$ cat src/rtl/fp_pkg.sv
// Shared definitions for the iterative floating-point units: flag bit positions,
// multiplier state encoding and canonical special-value builders.
package fp_pkg;

  localparam int FLAG_OVF   = 3;
  localparam int FLAG_ZERO  = 2;
  localparam int FLAG_CARRY = 1;
  localparam int FLAG_NEG   = 0;

  // Widest operand the helpers can build; callers size-cast down to their own width.
  localparam int MAX_FW = 64;

  typedef enum logic [2:0] {
    IDLE,
    MUL,
    NORM,
    PACK,
    DONE
  } fpmul_state_t;

  function automatic logic [MAX_FW-1:0] qnan(input int expW, input int manW);
    logic [MAX_FW-1:0] bits;
    bits = ((MAX_FW'(1) << expW) - MAX_FW'(1)) << manW;
    bits = bits | (MAX_FW'(1) << (manW - 1));
    return bits;
  endfunction

  function automatic logic [MAX_FW-1:0] inf(input logic sign, input int expW, input int manW);
    logic [MAX_FW-1:0] bits;
    bits = ((MAX_FW'(1) << expW) - MAX_FW'(1)) << manW;
    bits = bits | (MAX_FW'(sign) << (expW + manW));
    return bits;
  endfunction

endpackage

$ cat src/rtl/fp_normalize.sv
// Combinational leading-one normaliser: counts leading zeros of value, left-aligns it and
// splits the bits below the leading one into fraction, guard and sticky.
module fp_normalize
  import fp_pkg::*;
#(
  parameter int IN_W   = 22,
  parameter int FRAC_W = 10,
  parameter int LZ_W   = $clog2(IN_W + 1)
) (
  input  logic [IN_W-1:0]   value,
  output logic [LZ_W-1:0]   lzCount,
  output logic [FRAC_W-1:0] frac,
  output logic              guard,
  output logic              sticky
);

  logic [IN_W-2:0] tail;

  // Ascending scan so the highest set bit has the final say.
  always_comb begin
    lzCount = LZ_W'(IN_W);
    for (int i = 0; i < IN_W; i++) begin
      if (value[i]) lzCount = LZ_W'(IN_W - 1 - i);
    end
  end

  // The size cast drops the leading one itself, leaving only the bits beneath it.
  assign tail   = (IN_W-1)'(value << lzCount);
  assign frac   = tail[IN_W-2 -: FRAC_W];
  assign guard  = tail[IN_W-2-FRAC_W];
  assign sticky = |tail[IN_W-3-FRAC_W:0];

endmodule

$ cat src/rtl/fp_mul_iter.sv
// Iterative IEEE-754 multiplier: shift-add mantissa product, one bit per cycle, valid/ready on both sides.
// Define FP_MUL_RNE_EN for round-to-nearest-even; the default build truncates.
module fp_mul_iter
  import fp_pkg::*;
#(
  parameter int EXP_W = 5,
  parameter int MAN_W = 10,
  parameter int FW    = 1 + EXP_W + MAN_W
) (
  input  logic          clk,
  input  logic          reset,
  input  logic          in_valid,
  output logic          in_ready,
  input  logic [FW-1:0] a,
  input  logic [FW-1:0] b,
  output logic          out_valid,
  input  logic          out_ready,
  output logic [FW-1:0] result,
  output logic [3:0]    flags
);

  localparam int MW1  = MAN_W + 1;
  localparam int PW   = 2 * MW1;
  localparam int EW   = EXP_W + 3;
  localparam int CW   = $clog2(MAN_W + 2);
  localparam int LW   = $clog2(PW + 1);
  localparam int BIAS = 2 ** (EXP_W - 1) - 1;
  localparam logic signed [EW-1:0] E_ONE  = EW'(1);
  localparam logic signed [EW-1:0] E_BIAS = EW'(BIAS);
  localparam logic signed [EW-1:0] E_MAX  = EW'(2 ** EXP_W - 1);
  localparam logic signed [EW-1:0] E_ZERO = '0;
  localparam logic [MAX_FW-1:0] QNAN_BITS = qnan(EXP_W, MAN_W);

  fpmul_state_t state, stateNext;

  logic [EXP_W-1:0] expA, expB, effExpA, effExpB;
  logic [MAN_W-1:0] fracA, fracB;
  logic [MW1-1:0]   manA, manB;
  logic             nanA, nanB, infA, infB, zeroA, zeroB, prodSign, isSpecial;
  logic signed [EW-1:0] expSum;
  logic [FW-1:0]    specialRes;
  logic [3:0]       specialFlags;

  logic                 signReg;
  logic signed [EW-1:0] expAcc;
  logic [PW-1:0]        mcand, acc;
  logic [MW1-1:0]       mplier;
  logic [CW-1:0]        iterCnt;
  logic [MAN_W-1:0]     fracNorm;

  logic [LW-1:0]    lzCount;
  logic [MAN_W-1:0] normFrac;
  logic             normGuard, normSticky;

  logic [MAN_W-1:0]     fracFinal;
  logic signed [EW-1:0] expFinal;
  logic [FW-1:0]        packRes;
  logic [3:0]           packFlags;

`ifdef FP_MUL_RNE_EN
  logic           guardReg, stickyReg;
  logic [MAN_W:0] fracRnd;
`else
  logic unusedRoundBits;
  assign unusedRoundBits = normGuard | normSticky;
`endif

  assign expA     = a[FW-2 -: EXP_W];
  assign expB     = b[FW-2 -: EXP_W];
  assign fracA    = a[MAN_W-1:0];
  assign fracB    = b[MAN_W-1:0];
  assign nanA     = (&expA) && (fracA != '0);
  assign nanB     = (&expB) && (fracB != '0);
  assign infA     = (&expA) && (fracA == '0);
  assign infB     = (&expB) && (fracB == '0);
  assign zeroA    = (expA == '0) && (fracA == '0);
  assign zeroB    = (expB == '0) && (fracB == '0);
  assign prodSign = a[FW-1] ^ b[FW-1];

  // Subnormals carry no implicit one but sit at the same scale as exponent 1.
  assign effExpA = (expA == '0) ? EXP_W'(1) : expA;
  assign effExpB = (expB == '0) ? EXP_W'(1) : expB;
  assign manA    = {expA != '0, fracA};
  assign manB    = {expB != '0, fracB};
  assign expSum  = EW'(effExpA) + EW'(effExpB) - E_BIAS;

  always_comb begin
    isSpecial    = 1'b1;
    specialRes   = QNAN_BITS[FW-1:0];
    specialFlags = '0;
    if (nanA || nanB || (infA && zeroB) || (infB && zeroA)) begin
      specialRes = QNAN_BITS[FW-1:0];
    end else if (infA || infB) begin
      specialRes             = FW'(inf(prodSign, EXP_W, MAN_W));
      specialFlags[FLAG_OVF] = 1'b1;
      specialFlags[FLAG_NEG] = prodSign;
    end else if (zeroA || zeroB) begin
      specialRes              = {prodSign, {(FW-1){1'b0}}};
      specialFlags[FLAG_ZERO] = 1'b1;
      specialFlags[FLAG_NEG]  = prodSign;
    end else begin
      isSpecial = 1'b0;
    end
  end

  fp_normalize #(
    .IN_W  (PW),
    .FRAC_W(MAN_W),
    .LZ_W  (LW)
  ) uNormalize (
    .value  (acc),
    .lzCount(lzCount),
    .frac   (normFrac),
    .guard  (normGuard),
    .sticky (normSticky)
  );

  always_comb begin
`ifdef FP_MUL_RNE_EN
    fracRnd   = {1'b0, fracNorm} + (MAN_W+1)'(guardReg & (stickyReg | fracNorm[0]));
    fracFinal = fracRnd[MAN_W-1:0];
    expFinal  = fracRnd[MAN_W] ? expAcc + E_ONE : expAcc;
`else
    fracFinal = fracNorm;
    expFinal  = expAcc;
`endif
    packFlags           = '0;
    packFlags[FLAG_NEG] = signReg;
    if (expFinal >= E_MAX) begin
      packRes             = FW'(inf(signReg, EXP_W, MAN_W));
      packFlags[FLAG_OVF] = 1'b1;
    end else if (expFinal <= E_ZERO) begin
      packRes              = {signReg, {(FW-1){1'b0}}};
      packFlags[FLAG_ZERO] = 1'b1;
    end else begin
      packRes = {signReg, expFinal[EXP_W-1:0], fracFinal};
    end
  end

  always_comb begin
    stateNext = state;
    in_ready  = 1'b0;
    out_valid = 1'b0;
    case (state)
      IDLE: begin
        in_ready = 1'b1;
        if (in_valid) stateNext = isSpecial ? DONE : MUL;
      end
      MUL:  if (iterCnt == CW'(MAN_W)) stateNext = NORM;
      NORM: stateNext = PACK;
      PACK: stateNext = DONE;
      DONE: begin
        out_valid = 1'b1;
        if (out_ready) stateNext = IDLE;
      end
      default: stateNext = IDLE;
    endcase
  end

  always_ff @(posedge clk) begin
    if (reset) begin
      state  <= IDLE;
      result <= '0;
      flags  <= '0;
    end else begin
      state <= stateNext;
      case (state)
        IDLE: begin
          if (in_valid) begin
            signReg <= prodSign;
            expAcc  <= expSum;
            mcand   <= PW'(manA);
            mplier  <= manB;
            acc     <= '0;
            iterCnt <= '0;
            if (isSpecial) begin
              result <= specialRes;
              flags  <= specialFlags;
            end
          end
        end
        MUL: begin
          if (mplier[0]) acc <= acc + mcand;
          mcand   <= mcand << 1;
          mplier  <= mplier >> 1;
          iterCnt <= iterCnt + CW'(1);
        end
        NORM: begin
          // A zero count means the product reached [2,4), hence the +1.
          expAcc   <= expAcc + E_ONE - EW'(lzCount);
          fracNorm <= normFrac;
`ifdef FP_MUL_RNE_EN
          guardReg  <= normGuard;
          stickyReg <= normSticky;
`endif
        end
        PACK: begin
          result <= packRes;
          flags  <= packFlags;
        end
        default: ;
      endcase
    end
  end

endmodule

$ cat config.mk
export PLATFORM = sky130hd
export DESIGN_NAME = fp_mul_iter
export DESIGN_NICKNAME = d
export VERILOG_FILES = /design/src/rtl/fp_pkg.sv /design/src/rtl/fp_normalize.sv /design/src/rtl/fp_mul_iter.sv
export SDC_FILE = /design/constraint.sdc
export NUM_CORES = 1
export LEC_CHECK = 0
export BUFFER_PORTS_ARGS = -buffer_cell sky130_fd_sc_hd__clkbuf_2
export CAP_MARGIN = 15
export CORE_ASPECT_RATIO = 0.8
export CORE_MARGIN = 8
export CORE_UTILIZATION = 60
export DETAILED_ROUTE_END_ITERATION = 12
export PLACE_DENSITY = 0.8
export REMOVE_ABC_BUFFERS = 1
export SLEW_MARGIN = 5
export SYNTH_ARGS = -nofsm -noshare
export SYNTH_HDL_FRONTEND = slang
export SYNTH_SLANG_ARGS = --single-unit
export TNS_END_PERCENT = 30
$ cat constraint.sdc
create_clock -name clk -period 9.8 [get_ports clk]
set_clock_uncertainty 0.2 [all_clocks]
set_input_delay 1.47 -clock clk [delete_from_list [all_inputs] [get_ports clk]]
set_output_delay 1.47 -clock clk [all_outputs]
set_load 0.01 [all_outputs]
Word level (Yosys, flattened, before mapping)
Cells that the tools add are included.
Operators by class
  add/subtract/negate cells: 6
  multiply operators: 0
  div/mod/pow operators: 0
  $lt $le $gt $ge: 2
  equality and inequality tests: 10
  shift operators: 1
  multiplexer cells: 65
  bitwise gates (word level): 2
  reduce and logical (&&, ||, !) cells: 34
Operators by type and width (number)
  2-to-1 mux 5 bit: 18
  one-hot mux 22 bit (2 select lines): 2
  2-to-1 mux 16 bit: 5
  2-to-1 mux 22 bit: 3
  one-hot mux 16 bit (2 select lines): 1
  2-to-1 mux 15 bit: 2
  2-to-1 mux 3 bit: 8
  adder 22 bit: 1
  one-hot mux 11 bit (2 select lines): 1
  << shifter 22 x 5 -> 21 bit: 1
  zero test 10 bit: 2
  nonzero test 10 bit: 2
  one-hot mux 4 bit (2 select lines): 2
  one-hot mux 8 bit (2 select lines): 1
  one-hot mux 3 bit (5 select lines): 1
  AND reduction 3 bit: 5
  2-to-1 mux 1 bit: 13
  2-to-1 mux 4 bit: 3
  2-to-1 mux 11 bit: 1
  zero test 5 bit: 2
  inequality test 2 bit (second input constant): 5
  AND reduction 5 bit: 2
  nonzero test 5 bit: 2
  adder 8 x 1 -> 8 bit (second input constant): 1
  20 further kinds: 36
Storage, ports and cells
  register bits after elaboration: 101
  latch bits: 0
  memory bits (writable): 0
  ROM bits: 0
  input port bits: 36
  output and inout bits: 22
  memories kept: 0

Longest topological paths before layout
Gate-level depths: netlist of run 1.
  depth after elaboration: 24
  gate-level depth with buffers: 17

Cells and area by module
From an unflattened synthesis of run 1, not the netlist that was laid out.
Unflattened totals
  cells, all modules: 712
  area, all modules: 6712.7 sq um
Modules (own cells, without submodules)
  fp_mul_iter: instances 1, cells each 547, area each 5592.9 sq um, sequential area each 2762.6 sq um
  fp_normalize: instances 1, cells each 165, area each 1119.8 sq um, sequential area each 0.0 sq um

Worst setup path before layout of run 1
No wires, ideal clock.
  path kind: input port to flip-flop
  start point: input reset
  end point: register acc[0] (enable)
  library setup time: 0.435 ns
  data arrival time: 7.100 ns
  path slack: 2.066 ns
  cell stages on the path: 3
  path through: clkbuf_1 > nor4_1 > a21boi_0
On the way
  longest elaborated chain between the ends: 2
Ends and longest elaborated chain
  start: declaration: line fp_mul_iter.sv:11  | input logic reset,
  NOT 1 bit (no line)
  AND reduction 4 bit (no line)
  end signal: assignment: line fp_mul_iter.sv:183  | if (mplier[0]) acc <= acc + mcand;
  end: declaration: line fp_mul_iter.sv:46  | logic [PW-1:0] mcand, acc;
Every way passes these cells.
A chain may end at the register's enable or synchronous reset.

Worst setup path in the final report of run 1
  start point: register acc[21]
  end point: register expAcc[7] (data pin)
On the way
  longest elaborated chain between the ends: 3
Ends and longest elaborated chain
  2-to-1 mux 5 bit: line fp_normalize.sv:23  | if (value[i]) lzCount = LZ_W'(IN_W - 1 - i);
  subtractor 8 x 5 -> 8 bit: line fp_mul_iter.sv:190  | expAcc <= expAcc + E_ONE - EW'(lzCount);
  one-hot mux 8 bit (2 select lines): line fp_mul_iter.sv:167  | case (state)
  end signal: assignment: line fp_mul_iter.sv:171  | expAcc <= expSum;
  end signal: assignment: line fp_mul_iter.sv:190
  end: declaration: line fp_mul_iter.sv:45  | logic signed [EW-1:0] expAcc;
Every way passes these cells.

==> qor_table.md, run 1 <==
| Quantity | This run |
|---|---|
| Worst hold path type | register to register |
| Slew at the pin closest to its max-slew limit | 969 ps |
| Number of antenna violations at the first check in global routing | 0 |
| Clock-pin slew on the worst setup and hold paths | 60 ps |
| Distinct cells, synth | 67 |
| Pre-Repair DR Iteration Count | 8 |
| Leading cell type in the layout, fill and taps excluded | sky130_fd_sc_hd__nand2_1 |
| Most used cells in the layout excluding fill and tap cells | 119 x sky130_fd_sc_hd__nand2_1, 78 x sky130_fd_sc_hd__edfxtp_1, 71 x sky130_fd_sc_hd__nor2_1, 56 x sky130_fd_sc_hd__clkbuf_2, 44 x sky130_fd_sc_hd__ha_1 |
| Die Footprint | 14700 µm² |
| Fraction of power consumed by combinational cells | 0.256 |
| Power, Total | 1.19 mW |
| Signal arrival time at the worst endpoint | 4110 ps |
| Crit path max fanout | 11 |
| Wirelength, routed | 15700 µm |
| Number of warnings printed during yosys synthesis | 0 |
| Starting utilization of the core area | 0.614 |
| Gates resized, CTS repair | 0 |
| Boundary pin count | 58 |
| Async set-reset flop share out of synthesis | 0 |
| Area of the mapped netlist | 6630 µm² |
| Type of origin of the critical path | register |
| Gate Count Post-Synth | 724 |
| Count of pins over their slew limit | 0 |
| Switching Fraction | 0.304 |
| Classification of the worst setup path | register to register |
| Number of sinks handled by clock tree synthesis | 99 |
| Worst setup EP type | register |
| Leakage power total | 3.03 nW |
| Count of unresolved DRC violations after routing | 0 |
| Post-Route Setup TNS | 0 ps |
| Dominant cells by area after synthesis | sky130_fd_sc_hd__edfxtp_1 35%, sky130_fd_sc_hd__ha_1 8.3%, sky130_fd_sc_hd__nand2_1 6.7% |
| Post-synthesis sequential area ratio | 0.417 |
| Portion of total power attributed to sequential cells | 0.437 |
| Max_cap viols | 0 |
| N_diodes | 0 |
| Post-detailed-placement half-perimeter wirelength | 11900 µm |
| Layout cells sized above 1 | 0.125 |
| Final critical-path required period | 4220 ps |
| Die outline height | 110 µm |
| Peak supply drop | 0.125 mV |
| Fraction of synthesized cell area taken by the top area cell type | 0.353 |
| Skew-Pair Late Insertion Delay | 350 ps |
| Global-route wire length before repair | 26000 µm |
| Post-detailed-route count of antenna-violating nets | 0 |
| Internal power summed over all cells | 826 µW |
| Global-route congestion overflow total | 0 |
| Average instance area after synthesis | 9.16 µm² |
| Routed len/inst | 17.2 µm |
| Vias per cell | 6.14 |
| Number of nets in the layout | 847 |
| Post-route fraction of the period consumed by the critical path | 0.431 |
| Number of endpoints with negative hold slack in the final report | 0 |
| H-tree Lvls | 3 |
| Achievable frequency | 237 MHz |
| Total number of placement rows | 34 |
| Routability congestion estimate | 0.969 |
| Largest net degree at the start of global routing | 42 |
| Flip-flop cell with the highest count after synthesis | sky130_fd_sc_hd__edfxtp_1 |
| Core region area | 10800 µm² |
| First DRT Iteration DRCs | 585 |
| Outcome | complete, no violations |
| Number of buffers added by the clock tree synthesis step | 9 |
| Area growth from synthesis to layout | 10.2% |
| Number of synthesized flops with an enable pin | 78 |
| Cts hold-fix bufs | 0 |
| Unrepaired setup endpoints after global routing | no |
| Ratio of total power to cell area | 162 nW/µm² |
| Data required time of the critical path | 9690 ps |
| Share of total power in the clock network | 0.307 |
| Cell at the root of the clock tree | sky130_fd_sc_hd__clkbuf_16 |
| Flip-flop and latch count after synthesis | 99 |
| Post-CTS setup buffer count | 0 |
| Synth area leader | sky130_fd_sc_hd__edfxtp_1 |
| CTS tree | yes |
| Die Wd | 134 µm |
| Vias after detailed routing | 5609 |
| Aggregate global-route resource usage | 0.220 |
| Number of global-route vias before repair | 5358 |
| Final count of negative-setup-slack endpoints | 0 |
| Port Buffers | 56 |
| Net Switching | 361 µW |
| Deepest clock path buffer count | 2 |
| Relative slew slack | 0.354 |
## cell usage after synthesis, drive strengths merged, types with 7 or more instances
| cell type | n |
|---|---|
| nand2 | 119 |
| edfxtp | 78 |
| nor2 | 71 |
| a21oi | 45 |
| ha | 44 |
| o21ai | 38 |
| inv | 33 |
| mux2i | 28 |
| clkbuf | 25 |
| dfxtp | 21 |
| and2 | 17 |
| nor3 | 15 |
| xnor2 | 13 |
| nand3 | 12 |
| nor4 | 12 |
| nand2b | 11 |
| a22oi | 10 |
| a21o | 9 |
| nor2b | 9 |
| o21a | 9 |
| xor2 | 9 |
| a211oi | 8 |
| a31oi | 7 |
| and3 | 7 |
| buf | 7 |
## metal layers
metal	wire (µm)	up-vias	global-route usage	part of all wire
met4	418	0	0.0879	0.027
li1	-	2711	-	-
met2	6800	241	0.349	0.43
met5	0	-	0	0
met1	7190	2619	0.290	0.46
met3	1330	38	0.0480	0.084
## power groups by stage
stage / Clock [mW] / Sequential [mW] / Combinational, mW
after floorplan: 0 / 0.520 / 0.222
after CTS: 0.369 / 0.519 / 0.300
final: 0.364 / 0.519 / 0.304
after global placement: 0 / 0.526 / 0.285
after global routing: 0.383 / 0.523 / 0.335
after detailed placement: 0 / 0.528 / 0.297
## cells by family (layout without fill, tap and decap cells)
logic type	after synthesis	in the layout	synth area share
XOR/XNOR	22	22	0.0291
multiplexers	29	29	0.0440
other	1	1	0.000566
AND/OR/NAND/NOR	292	292	0.205
flip-flops	99	99	0.417
buffers and inverters	65	110	0.0413
AO/OA/AOI/OAI	169	169	0.171
adder cells (fa/ha/maj)	47	47	0.0921
## sequential cells by signal, indices dropped and copies added (netlist names)
register / cells
acc: 22
mcand: 22
result: 16
mplier: 11
fracFinal: 10
expAcc: 8
iterCnt: 4
state: 3
flags: 2
signReg: 1
## final cells by class
class / count / area [µm²]
clock buffers: 14 / 297
clock inverters: 2 / 15.0
fillers: 873 / 3500
inverters: 33 / 124
multi-input cells: 560 / 3610
flip-flops and latches: 99 / 2760
well taps: 144 / 180
repair buffers: 61 / 318
## worst paths after layout
check / startpoint / to / slack, ps / depth (start not counted)
min reg2reg: result[14] / result[14] / 250 / 2
max reg2reg: acc[21] / expAcc[7] / 5580 / 12
max: acc[21] / expAcc[7] / 5580 / 12
min: result[14] / result[14] / 250 / 2
## worst max-delay path: stages (launching register included)
cell	delay [ps]
sky130_fd_sc_hd__edfxtp_1	540
sky130_fd_sc_hd__nor4_2	550
sky130_fd_sc_hd__nand3_1	210
sky130_fd_sc_hd__nor2_1	640
sky130_fd_sc_hd__inv_1	240
sky130_fd_sc_hd__ha_1	350
sky130_fd_sc_hd__ha_1	340
sky130_fd_sc_hd__a21o_1	190
sky130_fd_sc_hd__a21oi_1	220
sky130_fd_sc_hd__o21bai_1	90
sky130_fd_sc_hd__a21oi_1	180
sky130_fd_sc_hd__xnor2_1	130
sky130_fd_sc_hd__o21ai_0	80
## through the flow
stage / cell area [µm²] / hold WS [ps] / setup slack [ps] / cells / util
final: 7310 / 253 / 5580 / 913 / 0.676
after global routing: 7310 / 282 / 5280 / 913 / 0.676
after CTS: 7310 / 254 / 5590 / 913 / 0.676
after detailed placement: 7000 / 246 / 5600 / 897 / 0.648
after global placement: 7000 / 240 / 5700 / 897 / 0.648
after floorplan: 6480 / 259 / 2200 / 692 / -
Note: power is estimated with default switching activity, not from simulation.
==> run 2: changes to the inputs <==
--- a/config.mk
+++ b/config.mk
@@ -5,6 +5,7 @@
 export SDC_FILE = /design/constraint.sdc
 export NUM_CORES = 1
 export LEC_CHECK = 0
+export ABC_AREA = 1
 export BUFFER_PORTS_ARGS = -buffer_cell sky130_fd_sc_hd__clkbuf_2
 export CAP_MARGIN = 15
 export CORE_ASPECT_RATIO = 0.8
==> constraint.sdc (replaced) <==
create_clock -name clk -period 4.24 [get_ports clk]
set_clock_uncertainty 0.2 [all_clocks]
set_input_delay 0.636 -clock clk [delete_from_list [all_inputs] [get_ports clk]]
set_output_delay 0.636 -clock clk [all_outputs]
set_load 0.01 [all_outputs]
==> qor_table.md, run 2 <==
| Quantity | This run |
|---|---|
| Top flop regs | acc: 22 flops, mcand: 22 flops, result: 16 flops |
| Deepest clock path buffer count | 2 |
| Global-route congestion overflow total | 0 |
| Distinct cells, synth | 45 |
| Pre-Repair DR Iteration Count | 5 |
| Mux cell area share after synthesis | 0 |
| Number of standard cells in the final layout excluding fillers | 1064 |
| Async set-reset flop share out of synthesis | 0 |
| Classification of the worst setup path | register to register |
| R2r setup slk | 620 ps |
| Average instance area after synthesis | 7.79 µm² |
| Placed standard-cell area | 7100 µm² |
| Gate Count Post-Synth | 874 |
| Internal power summed over all cells | 1.99 mW |
| Top cells by instance count after synthesis | 210 x sky130_fd_sc_hd__nand2_1, 110 x sky130_fd_sc_hd__inv_1, 97 x sky130_fd_sc_hd__nand3_1 |
| Vias after detailed routing | 5922 |
| Portion of total power attributed to sequential cells | 0.406 |
| Area of the mapped netlist | 6810 µm² |
| Buffering stage count on the worst path with inverters included | 2 |
| Simple-gate share of the synthesized area | 0.278 |
| Final worst hold slack | 271 ps |
| Cell at the root of the clock tree | sky130_fd_sc_hd__clkbuf_16 |
| Unrepaired setup endpoints after global routing | no |
| Achievable frequency | 276 MHz |
| Number of sinks handled by clock tree synthesis | 99 |
| Post-synthesis sequential area ratio | 0.406 |
| Die Wd | 135 µm |
| Worst hold path type | register to register |
| Count of unresolved DRC violations after routing | 0 |
| Area growth from synthesis to layout | 8.39% |
| CTS tree | yes |
| Die outline height | 111 µm |
| Post-Route Setup TNS | 0 ps |
| Type of origin of the critical path | register |
| Peak supply drop | 0.242 mV |
| Flip-flop and latch count after synthesis | 99 |
| Core region area | 11000 µm² |
| Port Buffers | 56 |
| Dominant cells by area after synthesis | sky130_fd_sc_hd__edfxtp_1 34%, sky130_fd_sc_hd__nand2_1 12%, sky130_fd_sc_hd__ha_1 8.1% |
| Routed len/inst | 14.8 µm |
| Fraction of synthesized cell area taken by the top area cell type | 0.344 |
| Gates resized, CTS repair | 0 |
| Clock-pin slew on the worst setup and hold paths | 80 ps |
| Starting utilization of the core area | 0.621 |
| Crit path max fanout | 4 |
| Boundary pin count | 58 |
| First DRT Iteration DRCs | 512 |
| Crit-path most repeated cell | sky130_fd_sc_hd__nand2_1 |
| H-tree Lvls | 3 |
| Xor and xnor area share after synthesis | 0.00771 |
| Signal arrival time at the worst endpoint | 3520 ps |
| Crit path max-delay family | simple AND/OR/NAND/NOR gates |
| Final count of negative-setup-slack endpoints | 0 |
| Number of buffers added by the clock tree synthesis step | 9 |
| Net Switching | 1.18 mW |
| Number of cells in the design after placement | 1048 |
| Fraction of power consumed by combinational cells | 0.345 |
| Skew-Pair Late Insertion Delay | 350 ps |
| Ratio of total power to cell area | 430 nW/µm² |
| N_diodes | 0 |
| Synth area leader | sky130_fd_sc_hd__edfxtp_1 |
| Post-CTS setup buffer count | 0 |
| Number of endpoints with negative hold slack in the final report | 0 |
| Final critical-path required period | 3620 ps |
| Share of total power in the clock network | 0.249 |
| Most used cells in the layout excluding fill and tap cells | 210 x sky130_fd_sc_hd__nand2_1, 110 x sky130_fd_sc_hd__inv_1, 97 x sky130_fd_sc_hd__nand3_1, 78 x sky130_fd_sc_hd__edfxtp_1, 75 x sky130_fd_sc_hd__nor2_1 |
| Wirelength, routed | 15700 µm |
| Share of the synthesized area in compound gates (AO/OA/AOI/OAI) | 0.120 |
| Flip-flop cell with the highest count after synthesis | sky130_fd_sc_hd__edfxtp_1 |
| Adder-cell area share of the yosys netlist | 0.0896 |
| Vias per cell | 5.57 |
| Dominant cell by count in the synthesized netlist | sky130_fd_sc_hd__nand2_1 |
| Number of synthesized flops with an enable pin | 78 |
| Leading cell type in the layout, fill and taps excluded | sky130_fd_sc_hd__nand2_1 |
| Total number of placement rows | 34 |
| Global-route wire length before repair | 26200 µm |
| Dominant combinational cell family by area after synthesis | simple AND/OR/NAND/NOR gates |
| Aggregate global-route resource usage | 0.212 |
| Non-Filler Cell Area, Final | 7380 µm² |
| Post-detailed-route count of antenna-violating nets | 0 |
| Cts hold-fix bufs | 0 |
| Data required time of the critical path | 4140 ps |
| Die Footprint | 15000 µm² |
| Switching Fraction | 0.373 |
| Post-detailed-placement half-perimeter wirelength | 11700 µm |
| Worst setup EP type | register |
| Outcome | complete, no violations |
| Slew at the pin closest to its max-slew limit | 790 ps |
| Largest net degree at the start of global routing | 38 |
| Number of warnings printed during yosys synthesis | 0 |
| Max stage delay cell, worst path | sky130_fd_sc_hd__edfxtp_1 |
| Relative slew slack | 0.471 |
| Max stage delay on crit path | 420 ps |
| Routability congestion estimate | 0.930 |
| Count of pins over their slew limit | 0 |
| Post-route fraction of the period consumed by the critical path | 0.853 |
| Number of global-route vias before repair | 5473 |
| Layout cells sized above 1 | 0.120 |
| Max_cap viols | 0 |
| Number of antenna violations at the first check in global routing | 0 |
| Leakage power total | 3.49 nW |
| Number of nets in the layout | 998 |
run 2: cell count changes in the layout (fill, tap and decap cells not counted), moves of 13 or more:
cell / delta
sky130_fd_sc_hd__and2_1: -13
sky130_fd_sc_hd__inv_1: +82
sky130_fd_sc_hd__mux2i_1: -28
sky130_fd_sc_hd__nand2_1: +91
sky130_fd_sc_hd__nand3_1: +85
sky130_fd_sc_hd__o21ai_0: +17
run 2: metrics by stage:
step           utilization  power, mW  setup slack [ps]
2_1_floorplan            -       2.09               263
3_3_place_gp         0.647       2.36               758
3_5_place_dp         0.647       2.38               689
4_1_cts              0.673       3.17               653
5_1_grt              0.673       3.39               277
6_report             0.673       3.17               623
run 2: final cells by class:
type / count / area (µm²)
fill: 932 / 3590
multi-input combinational: 626 / 3380
sequential: 99 / 2760
inverter: 115 / 432
timing repair buffer: 64 / 340
clock buffer: 9 / 225
tap: 144 / 180
clock inverter: 7 / 61.3
run 2: routing by layer:
metal / track usage / share of wire
met1: 0.302 / 0.48
met2: 0.318 / 0.42
met3: 0.0457 / 0.083
met4: 0.0561 / 0.019
met5: 0 / 0
run 2: path summary, 6_finish.rpt:
kind                                 from         to  cells after the start
worst min-delay path            result[5]  result[5]                      2
worst max-delay path               acc[1]  expAcc[7]                     32
worst max register to register     acc[1]  expAcc[7]                     32
worst min register to register  result[5]  result[5]                      2
run 2: power groups by stage:
stage / clock, mW / sequential, mW / combinational [mW]
floorplan: 0 / 1.29 / 0.805
global placement: 0 / 1.31 / 1.06
detailed placement: 0 / 1.31 / 1.07
CTS: 0.802 / 1.29 / 1.08
global route: 0.838 / 1.30 / 1.25
finish: 0.789 / 1.29 / 1.10
run 2: kinds of logic after synthesis:
group                      count (synthesis)
DFF                                       99
other                                      1
buffers and inverters                    149
and+or+nand+nor                          429
adders and majority gates                 47
xor gates and xnor gates                   6
AOI/OAI and AO/OA                        143
run 2: worst min-delay path, cell delays in order (launching register included):
cell	delay, ps
sky130_fd_sc_hd__dfxtp_1	310
sky130_fd_sc_hd__nand2_1	60
sky130_fd_sc_hd__a21oi_1	50
==> run 3: changes to the inputs <==
--- a/config.mk
+++ b/config.mk
@@ -10,9 +10,9 @@
 export CAP_MARGIN = 15
 export CORE_ASPECT_RATIO = 0.8
 export CORE_MARGIN = 8
-export CORE_UTILIZATION = 60
+export CORE_UTILIZATION = 55
 export DETAILED_ROUTE_END_ITERATION = 12
-export PLACE_DENSITY = 0.8
+export PLACE_DENSITY = 0.77
 export REMOVE_ABC_BUFFERS = 1
 export SLEW_MARGIN = 5
 export SYNTH_ARGS = -nofsm -noshare
==> constraint.sdc (replaced) <==
create_clock -name clk -period 2.95 [get_ports clk]
set_clock_uncertainty 0.2 [all_clocks]
set_input_delay 0.4425 -clock clk [delete_from_list [all_inputs] [get_ports clk]]
set_output_delay 0.4425 -clock clk [all_outputs]
set_load 0.01 [all_outputs]
==> qor_table.md, run 3 (synthesis results as in run 2) <==
| Quantity | This run |
|---|---|
| Number of endpoints with negative hold slack in the final report | 0 |
| Ratio of total power to cell area | 612 nW/µm² |
| CTS tree | yes |
| Cts hold-fix bufs | 0 |
| Classification of the worst setup path | register to register |
| Vias after detailed routing | 6325 |
| Signal arrival time at the worst endpoint | 3280 ps |
| Wirelength, routed | 17100 µm |
| Top flop regs | acc: 22 flops, mcand: 22 flops, result: 16 flops |
| Peak supply drop | 0.368 mV |
| First DRT Iteration DRCs | 525 |
| N_diodes | 0 |
| Layout cells sized above 1 | 0.230 |
| Clock-pin slew on the worst setup and hold paths | 80 ps |
| Die Footprint | 16200 µm² |
| Largest net degree at the start of global routing | 46 |
| Violated checks | setup timing |
| Skew-Pair Late Insertion Delay | 350 ps |
| Post-route fraction of the period consumed by the critical path | 1.15 |
| Starting utilization of the core area | 0.562 |
| Boundary pin count | 58 |
| Internal power summed over all cells | 3.18 mW |
| Final worst hold slack | 162 ps |
| Outcome | finished with violations |
| Port Buffers | 56 |
| Total number of placement rows | 36 |
| Post-detailed-placement half-perimeter wirelength | 12400 µm |
| Global-route congestion overflow total | 0 |
| Switching Fraction | 0.371 |
| Die Wd | 140 µm |
| Worst setup EP type | register |
| Pre-Repair DR Iteration Count | 5 |
| Deepest clock path buffer count | 2 |
| H-tree Lvls | 3 |
| Slew at the pin closest to its max-slew limit | 634 ps |
| Fraction of power consumed by combinational cells | 0.408 |
| Crit path max fanout | 2 |
| Global-route wire length before repair | 28300 µm |
| Max stage delay cell, worst path | sky130_fd_sc_hd__edfxtp_1 |
| Number of antenna violations at the first check in global routing | 0 |
| Final Util | 0.682 |
| Data required time of the critical path | 2850 ps |
| Unrepaired setup endpoints after global routing | yes |
| Number of global-route vias before repair | 6074 |
| Net Switching | 1.88 mW |
| Leakage power total | 3.96 nW |
| Pre-CTS WS | -542 ps |
| Die outline height | 116 µm |
| Final count of negative-setup-slack endpoints | 8 |
| Area growth from synthesis to layout | 21.2% |
| Count of unresolved DRC violations after routing | 0 |
| Relative slew slack | 0.576 |
| Number of sinks handled by clock tree synthesis | 99 |
| Power, Total | 5.05 mW |
| Type of origin of the critical path | register |
| Routed len/inst | 14.8 µm |
| Post-Route Setup TNS | -1710 ps |
| Count of pins over their slew limit | 0 |
| Leading cell type in the layout, fill and taps excluded | sky130_fd_sc_hd__nand2_1 |
| Crit-path most repeated cell | sky130_fd_sc_hd__nand2_1 |
| Aggregate global-route resource usage | 0.213 |
| Most used cells in the layout excluding fill and tap cells | 208 x sky130_fd_sc_hd__nand2_1, 106 x sky130_fd_sc_hd__inv_1, 95 x sky130_fd_sc_hd__nand3_1, 91 x sky130_fd_sc_hd__buf_4, 78 x sky130_fd_sc_hd__edfxtp_1 |
| Post-detailed-route count of antenna-violating nets | 0 |
| Core region area | 12100 µm² |
| Routability congestion estimate | 0.905 |
| Achievable frequency | 296 MHz |
| Portion of total power attributed to sequential cells | 0.362 |
| Vias per cell | 5.46 |
| Max stage delay on crit path | 400 ps |
| Number of buffers added by the clock tree synthesis step | 9 |
| Max_cap viols | 0 |
| Cell at the root of the clock tree | sky130_fd_sc_hd__clkbuf_16 |
| Share of total power in the clock network | 0.231 |
| Worst hold path type | input port to register |
| PnR worst setup slack | -432 ps |
| Final critical-path required period | 3380 ps |
| Number of nets in the layout | 1085 |
[run 3: power groups by stage]
stage | combinational, mW | clock [mW] | sequential [mW]
after floorplan | 1.16 | 0 | 1.85
after global placement | 1.75 | 0 | 1.85
after detailed placement | 1.80 | 0 | 1.86
after CTS | 1.89 | 1.19 | 1.83
after global routing | 2.29 | 1.24 | 1.85
final | 2.06 | 1.17 | 1.83
[run 3: repair_timing]
item,in CTS,in global routing
buffers inserted,8,8
pin swaps,9,20
setup endpoints to repair,10,25
resized for setup,20,31
[run 3: cell type report]
class	count	area (µm²)
Fill cell	979	3860
Multi-Input combinational cell	626	3550
Sequential cell	99	2760
Timing Repair Buffer	151	1030
Inverter	115	432
Clock buffer	9	225
Tap cell	152	190
Clock inverter	7	70.1
[run 3: final timing paths]
check,startpoint,end,slack (ps),depth (start not counted)
setup reg to reg,acc[1],expAcc[7],-430,32
hold / removal,a[3],mcand[3],160,3
hold reg to reg,result[5],result[5],270,2
setup / recovery,acc[1],expAcc[7],-430,32
[run 3: worst max-delay path: cells and delay by family (launching register included)]
family | cells | cell delay (ps)
and+or+nand+nor | 24 | 1470
AOI/OAI and AO/OA | 3 | 260
DFF | 1 | 400
buffers and inverters | 2 | 110
adders and majority gates | 3 | 680
[run 3: layer usage]
| metal | global-route usage | wire, µm | share of wire |
|---|---|---|---|
| met1 | 0.282 | 7660 | 0.45 |
| met2 | 0.353 | 8060 | 0.47 |
| met3 | 0.0371 | 1210 | 0.071 |
| met4 | 0.0563 | 174 | 0.010 |
| met5 | 0 | 0 | 0 |
[run 3: per-stage QoR]
stage | instances | area, µm²
4_1_cts | 1151 | 8090
3_5_place_dp | 1127 | 7670
5_1_grt | 1159 | 8260
6_report | 1159 | 8260
2_1_floorplan | 840 | 6570
3_3_place_gp | 1127 | 7670
